<file path="src/rtl/pc2mcu_uart_tx.sv">
// pc2mcu_uart_tx: FIFO-buffered UART transmitter, 8N1 by default or 8E1 when
// PC2MCU_UART_PARITY_EN is defined, with a 3-bit run-time baud select.
module pc2mcu_uart_tx #(
   parameter int CLK_HZ     = 50_000_000,
   parameter int FIFO_DEPTH = 16
) (
   input  logic                        clk,
   input  logic                        rstn,
   input  logic [2:0]                  tx_baud,
   input  logic [7:0]                  wr_dat,
   input  logic                        wr_en,
   output logic                        full,
   output logic                        empty,
   output logic [$clog2(FIFO_DEPTH):0] level,
   output logic                        ovf,
   output logic                        tx,
   output logic                        tx_ing,
   output logic                        tx_ok
);

   localparam int AW = $clog2(FIFO_DEPTH);
   localparam int CW = $clog2(CLK_HZ / 9600);

   // Divisors are stored minus one so the bit counter can run down to zero.
   localparam logic [CW-1:0] DIV_115200 = CW'(CLK_HZ / 115200 - 1);
   localparam logic [CW-1:0] DIV_57600  = CW'(CLK_HZ / 57600 - 1);
   localparam logic [CW-1:0] DIV_38400  = CW'(CLK_HZ / 38400 - 1);
   localparam logic [CW-1:0] DIV_19200  = CW'(CLK_HZ / 19200 - 1);
   localparam logic [CW-1:0] DIV_9600   = CW'(CLK_HZ / 9600 - 1);

   typedef enum logic [2:0] {
      IDLE,
      START,
      DATA,
`ifdef PC2MCU_UART_PARITY_EN
      PARITY,
`endif
      STOP
   } state_e;

   logic [7:0]    mem_q [FIFO_DEPTH];
   logic [AW:0]   wptr_q, wptr_d, rptr_q, rptr_d, level_q, level_d;
   logic          full_q, full_d, empty_q, empty_d, ovf_q, ovf_d;
   logic          push, pop;
   logic [7:0]    headDat;

   state_e        state_q, state_d;
   logic [CW-1:0] cnt_q, cnt_d, div_q, div_d, baudDiv;
   logic [2:0]    bit_q, bit_d;
   logic [7:0]    shift_q, shift_d;
   logic          tx_q, tx_d, ing_q, ing_d, ok_q, ok_d;
   logic          bitEnd;
`ifdef PC2MCU_UART_PARITY_EN
   logic          par_q, par_d;
`endif

   // Full is taken from the registered flag, so a pop in the same cycle
   // never makes room for a write.
   assign push    = wr_en & ~full_q;
   assign pop     = (state_q == IDLE) & ~empty_q;
   assign headDat = mem_q[rptr_q[AW-1:0]];
   assign bitEnd  = (cnt_q == '0);

   always_comb begin
      wptr_d  = wptr_q + {{AW{1'b0}}, push};
      rptr_d  = rptr_q + {{AW{1'b0}}, pop};
      level_d = wptr_d - rptr_d;
      empty_d = (wptr_d == rptr_d);
      full_d  = (wptr_d[AW] != rptr_d[AW]) && (wptr_d[AW-1:0] == rptr_d[AW-1:0]);
      ovf_d   = wr_en & full_q;
   end

   always_ff @(posedge clk) begin
      if (push) begin
         mem_q[wptr_q[AW-1:0]] <= wr_dat;
      end
   end

   always_ff @(posedge clk or negedge rstn) begin
      if (!rstn) begin
         wptr_q  <= '0;
         rptr_q  <= '0;
         level_q <= '0;
         empty_q <= 1'b1;
         full_q  <= 1'b0;
         ovf_q   <= 1'b0;
      end else begin
         wptr_q  <= wptr_d;
         rptr_q  <= rptr_d;
         level_q <= level_d;
         empty_q <= empty_d;
         full_q  <= full_d;
         ovf_q   <= ovf_d;
      end
   end

   always_comb begin
      unique case (tx_baud)
         3'd1:    baudDiv = DIV_57600;
         3'd2:    baudDiv = DIV_38400;
         3'd3:    baudDiv = DIV_19200;
         3'd4:    baudDiv = DIV_9600;
         default: baudDiv = DIV_115200;
      endcase
   end

   always_comb begin
      state_d = state_q;
      cnt_d   = bitEnd ? div_q : cnt_q - 1'b1;
      div_d   = div_q;
      bit_d   = bit_q;
      shift_d = shift_q;
`ifdef PC2MCU_UART_PARITY_EN
      par_d   = par_q;
`endif
      unique case (state_q)
         IDLE: begin
            cnt_d = cnt_q;
            if (!empty_q) begin
               shift_d = headDat;
               div_d   = baudDiv;
               cnt_d   = baudDiv;
               state_d = START;
`ifdef PC2MCU_UART_PARITY_EN
               par_d   = ^headDat;
`endif
            end
         end
         START: begin
            if (bitEnd) begin
               bit_d   = '0;
               state_d = DATA;
            end
         end
         DATA: begin
            if (bitEnd) begin
               shift_d = {1'b0, shift_q[7:1]};
               bit_d   = bit_q + 1'b1;
               if (bit_q == 3'd7) begin
`ifdef PC2MCU_UART_PARITY_EN
                  state_d = PARITY;
`else
                  state_d = STOP;
`endif
               end
            end
         end
`ifdef PC2MCU_UART_PARITY_EN
         PARITY: begin
            if (bitEnd) begin
               state_d = STOP;
            end
         end
`endif
         STOP: begin
            if (bitEnd) begin
               state_d = IDLE;
            end
         end
         default: state_d = IDLE;
      endcase
   end

   // Line outputs follow the state one cycle late, which also places the
   // done pulse in the first cycle after the last stop-bit cycle.
   always_comb begin
      tx_d = 1'b1;
      unique case (state_q)
         START:   tx_d = 1'b0;
         DATA:    tx_d = shift_q[0];
`ifdef PC2MCU_UART_PARITY_EN
         PARITY:  tx_d = par_q;
`endif
         default: tx_d = 1'b1;
      endcase
      ing_d = (state_q != IDLE);
      ok_d  = ing_q && (state_q == IDLE);
   end

   always_ff @(posedge clk or negedge rstn) begin
      if (!rstn) begin
         state_q <= IDLE;
         cnt_q   <= '0;
         div_q   <= '0;
         bit_q   <= '0;
         shift_q <= '0;
         tx_q    <= 1'b1;
         ing_q   <= 1'b0;
         ok_q    <= 1'b0;
`ifdef PC2MCU_UART_PARITY_EN
         par_q   <= 1'b0;
`endif
      end else begin
         state_q <= state_d;
         cnt_q   <= cnt_d;
         div_q   <= div_d;
         bit_q   <= bit_d;
         shift_q <= shift_d;
         tx_q    <= tx_d;
         ing_q   <= ing_d;
         ok_q    <= ok_d;
`ifdef PC2MCU_UART_PARITY_EN
         par_q   <= par_d;
`endif
      end
   end

   assign full   = full_q;
   assign empty  = empty_q;
   assign level  = level_q;
   assign ovf    = ovf_q;
   assign tx     = tx_q;
   assign tx_ing = ing_q;
   assign tx_ok  = ok_q;

endmodule

</file>
<file path="config.mk">
export PLATFORM = sky130hd
export DESIGN_NAME = pc2mcu_uart_tx
export DESIGN_NICKNAME = d
export VERILOG_FILES = /design/src/rtl/pc2mcu_uart_tx.sv
export SDC_FILE = /design/constraint.sdc
export NUM_CORES = 1
export LEC_CHECK = 0
export CORE_UTILIZATION = 55
export DETAILED_ROUTE_END_ITERATION = 12
export GPL_ROUTABILITY_DRIVEN = 0
export HOLD_SLACK_MARGIN = 0.03
export PLACE_DENSITY = 0.7
export SYNTH_ARGS = -nofsm -noshare
export SYNTH_HDL_FRONTEND = slang
export SYNTH_SLANG_ARGS = --single-unit
</file>
<file path="constraint.sdc">
create_clock -name clk -period 8.1 [get_ports clk]
set_clock_uncertainty 0.2 [all_clocks]
set_input_delay 2.025 -clock clk [delete_from_list [all_inputs] [get_ports clk]]
set_output_delay 2.025 -clock clk [all_outputs]
set_load 0.005 [all_outputs]
</file>
### Word level (Yosys, flattened, before mapping)

Memories as Yosys holds them, arrays and structs flattened.
Cells that the tools add are included.

* register bits after elaboration: 61
* latch bits: 0
* bits in writable memories: 128
* bits in read-only memories: 0
* bits of input ports: 14
* output and inout port bits: 11
* word-level logic and storage cells: 70
* memories: 1

Memories
* mem_q: words 16, width 8, rd ports 1, clocked after memory_dff 0, write ports 1, line 41 `logic [7:0] mem_q [FIFO_DEPTH];`

* add/subtract/negate cells: 5
* multipliers: 0
* div/mod/pow operators: 0
* magnitude comparators: 0
* eq/ne operators: 16
* shift operators: 0
* mux-type cells: 18
* bitwise gates (word level): 5
* reduce and logical (&&, ||, !) cells: 11

Operator list (count)
* 13-bit one-hot mux with 4 select lines: 1
* 13-bit two-way mux: 3
* 3-bit two-way mux: 6
* 8-bit two-way mux: 2
* 8-bit one-hot mux with 2 select lines: 1
* 13-bit logical NOT: 1
* 13-bit by 1-bit subtractor with 13-bit output (second input constant): 1
* 3-bit by 2-bit == test with 1-bit output (second input constant): 4
* 3-bit one-hot mux with 4 select lines: 1
* 5-bit by 1-bit adder with 5-bit output: 2
* 2-bit inequality test (second input constant): 5
* 3-bit by 1-bit == test with 1-bit output (second input constant): 2
* 3-bit == test (second input constant): 2
* 3-bit one-hot mux with 2 select lines: 1
* 3-bit AND reduction: 2
* 5-bit == test: 1
* 5-bit AND reduction: 1
* 5-bit subtractor: 1
* 4-bit == test: 1
* 2-bit nonzero test: 2
* 3-bit by 1-bit adder with 3-bit output (second input constant): 1
* 1-bit AND: 3
* 3-bit logical NOT: 1
* 3-bit nonzero test: 1
* 6 further kinds: 9

### Longest topological paths before layout

* depth after elaboration: 5
* depth in mapped cells: 13
* depth with buffers taken out: 12

### Worst setup path after synthesis

OpenSTA, ideal clock, no wires.

* kind: input -> register
* start point: input wr_en
* end point: register level_q[4], in the netlist level[4]
* setup time: 0.128 ns
* arrival time: 3.973 ns
* required time: 7.772 ns
* path slack: 3.799 ns
* stages: 9
* buffers on the path: 0
* cells stage by stage: nor2b_1 -> ha_1 -> ha_1 -> xnor2_1 -> ha_1 -> a21oi_1 -> maj3_1 -> maj3_1 -> xnor2_1

* longest elaborated chain between the ends: 3

RTL lines
* start: declaration: line 11 `input logic wr_en,`
* 1-bit AND: line 59 `assign push = wr_en & ~full_q;`
* 5-bit by 1-bit adder with 5-bit output: line 65 `wptr_d = wptr_q + {{AW{1'b0}}, push};`
* net wptr_d[1]: line 42 `logic [AW:0] wptr_q, wptr_d, rptr_q, rptr_d, level_q, level_d;`
* 5-bit subtractor: line 67 `level_d = wptr_d - rptr_d;`
* net level_d[4]: line 42
* end signal: assignment: line 90 `level_q <= level_d;`
* end: declaration: line 42

The timed path passes the listed nets, and every way through them passes these cells.
A chain may end at the register's enable or synchronous reset.

### Worst setup path after layout

Ends and elaborated chain as after synthesis.

==> impl_metrics.json <==
{
  "dieArea_mm2": 0.01526,
  "clockBufferDepth": 2,
  "start_util_pct": 56.11,
  "crit_top_cell": "ha_1",
  "synth_top_family_by_area": "multiplexers",
  "clk_latency_ps": 430,
  "synthTopCellsByCount": "128 x edfxtp_1, 56 x dfrtp_1, 36 x nor2_1",
  "synth_xor_area_share_pct": 2.264,
  "worstSetupPathType": "input pin to flip-flop",
  "core-area_mm2": 0.01448,
  "cellLeakagePower_nw": 3.308,
  "routedWlPerCell_um": 20.61,
  "yosys.area_share.simple_pct": 8.024,
  "postCtsHoldBufs": 0,
  "worst_pin_slew_ps": 1208,
  "ys_types": 56,
  "cts_root_buf": "clkbuf_16",
  "synthMuxAreaShare_pct": 11.06,
  "die_x_um": 123.5,
  "avgViaCountPerCell": 5.987,
  "synth_top_area_share_pct": 47.31,
  "ys_seq_area_share_pct": 65.21,
  "cts_resized": 0,
  "drive_gt1_share_pct": 12.95,
  "fin_setup_tns_ps": 0,
  "syn-num-nets": 577,
  "hold_violations": 0,
  "instances_no_fill": 764,
  "port_buffers": 24,
  "grt_pass1_vias": 4532,
  "clk_pin_slew_ps": 70,
  "slowest_delay_ps": 480,
  "setup_viol": 0,
  "power_frac_comb_pct": 35.8,
  "n_fill_cell": 1087,
  "vias": 4574,
  "grt_overflow": 0,
  "p_per_area_mw_per_mm2": 383.1,
  "drc_errors": 0,
  "timing.hold.ws_ps": 272.6,
  "cp_max_fo": 6,
  "peakVddDrop_mv": 0.1859,
  "clock.fmax_ghz": 0.2132,
  "htree_levels": 4,
  "cp_top_family": "adder cells",
  "place_inst": 731,
  "cts_tree": "built",
  "antenna_found_initial": 1,
  "max_cap_violations": 0,
  "power.internal_w": 0.002240,
  "netlist_area_mm2": 0.008124,
  "hpwl_um": 10230,
  "area_growth_pct": 10.69,
  "path_cells": "clkdlybuf4s50_1 > nor2b_1 > ha_1 > ha_1 > xnor2_1 > ha_1 > a21oi_1 > maj3_1 > maj3_1 > xnor2_1",
  "synth_top_area_cell": "edfxtp_1",
  "grt_max_degree": 59,
  "routed_wl_um": 15750,
  "cts_buffers": 17,
  "post-route-util_pct": 62.11,
  "synthAdderAreaFrac_pct": 2.526,
  "ant_nets": 0,
  "grt_usage_pct": 22.90,
  "synth_cells": 549,
  "dr.pass1.iters": 4,
  "period_share_pct": 57.92,
  "first_iter_violations": 382,
  "async_reset_ff_share_pct": 31.18,
  "syn_area_per_cell_um2": 14.80,
  "rsz0062_at_grt": "no",
  "ys.flop_type": "edfxtp_1",
  "post-synth-top-count-cell": "edfxtp_1",
  "post_cts.repair.setup_buffers": 0,
  "nNetsFinal": 594,
  "clkPwrFrac_pct": 23.1,
  "critPathSlowestCell": "nor2b_1",
  "cp_data_required_time_ps": 8210,
  "finalMaxSlewViolations": 0,
  "hp-class": "flip-flop to flip-flop",
  "yosys_warnings": 0,
  "netlist_top_cells_area": "edfxtp_1 47%, dfrtp_1 17%, mux4_2 5.0%, mux2i_1 4.3%, ha_1 2.2%",
  "pwr-share-seq_pct": 41.1,
  "grt_pass1_wl_um": 24880,
  "post-route-min-period_ps": 4691,
  "start_kind": "input pin",
  "clock_sinks": 186,
  "status": "complete, no violations",
  "switching_share_pct": 34.99,
  "ios": 25,
  "synth_edf_count": 128,
  "yosys_register_bits": 186,
  "rows": 44,
  "cp-end-kind": "flip-flop",
  "die_y_um": 123.5,
  "p_sw_w": 0.001205,
  "critPathArrivalTime_ps": 4800,
  "synth_compound_area_share_pct": 7.885,
  "path_buf_inv": 1,
  "slew_headroom_pct": 18.85
}
## layout by cell type, fill, tap and decap left out, types with 5 or more instances in the layout
cell,instances
edfxtp_1,128
dfrtp_1,55
nor2_1,36
mux2i_1,35
o21ai_0,31
nand2_1,25
clkdlybuf4s50_1,23
mux4_2,18
clkbuf_16,17
inv_1,16
xnor2_1,16
a21oi_1,16
ha_1,14
nor2b_1,12
a221oi_1,9
mux2_4,8
nand3_1,7
nand2b_1,7
nor3_1,7
o22ai_1,7
a211oi_1,7
nand3b_1,6
a21o_1,6
xor2_1,5
clkinvlp_4,5
## cell type report
class	instances	area (um2)	share of cell area, %
multi-input cells	318	2580	28.69
clock buffers	18	429.2	4.773
clock inverters	14	137.6	1.531
flip-flops and latches	186	5299	58.93
inverters	17	63.81	0.7096
well taps	184	230.2	2.560
repair buffers	26	250.2	2.783
diodes	1	2.502	0.02783
## per-layer routing
metal  share of wire (%)  vias up  track usage (%)  wire length (um)
met3                 4.9       28            5.212               764
met1                  44     2291            30.57              6967
met2                  49      142            36.63              7684
met5                   0        -                0                 0
li1                    -     2113                -                 -
met4                 2.1        0            8.961               329
## stage by stage
| step | setup WS [ps] | power (W) | instance area, um2 |
|---|---|---|---|
| 6_report | 3409 | 0.003445 | 8992 |
| 5_1_grt | 3253 | 0.003657 | 8990 |
| 4_1_cts | 3421 | 0.003459 | 8990 |
| 3_5_place_dp | 2967 | 0.002665 | 8423 |
| 3_3_place_gp | 2972 | 0.002612 | 8423 |
| 2_1_floorplan | 3799 | 0.002361 | 8124 |
## cell families after synthesis
group / Yosys count
flip-flops: 186
multiplexers: 63
AND/OR/NAND/NOR: 120
adder cells (fa/ha/maj): 17
buffers and inverters: 45
XOR/XNOR: 21
AO/OA/AOI/OAI: 97
## power groups by stage
stage	Clock [W]	Sequential, W	Combinational [W]
after floorplan	0	0.00134	0.00103
after global placement	0	0.00142	0.00119
after detailed placement	0	0.00143	0.00123
after CTS	0.000805	0.00141	0.00124
after global routing	0.000844	0.00144	0.00137
final	0.000796	0.00142	0.00123
## path summary, 6_finish.rpt
kind	from	to	slack, ps	depth (start not counted)
max	wr_en	level[4]	3410	10
min	div_q[0]	div_q[0]	270	1
max reg2reg	state_q[1]	level[4]	4180	11
min reg2reg	div_q[0]	div_q[0]	270	1
max in group asynchronous	rstn	rptr_q[0]	5630	2
min in group asynchronous	rstn	tx_ok	1540	2
## state kept, by name, summed over array words and instances, names as in the netlist
| register | flops |
|---|---|
| ovf | 1 |
| mem_q | 128 |
| state_q | 2 |
| bit_q | 3 |
| tx_ok | 1 |
| level | 5 |
| div_q | 11 |
| empty | 1 |
| rptr_q | 5 |
| tx_ing | 1 |
| cnt_q | 13 |
| shift_q | 8 |
| wptr_q | 5 |
| tx | 1 |
| full | 1 |
Note: power is estimated with default switching activity, not from simulation.
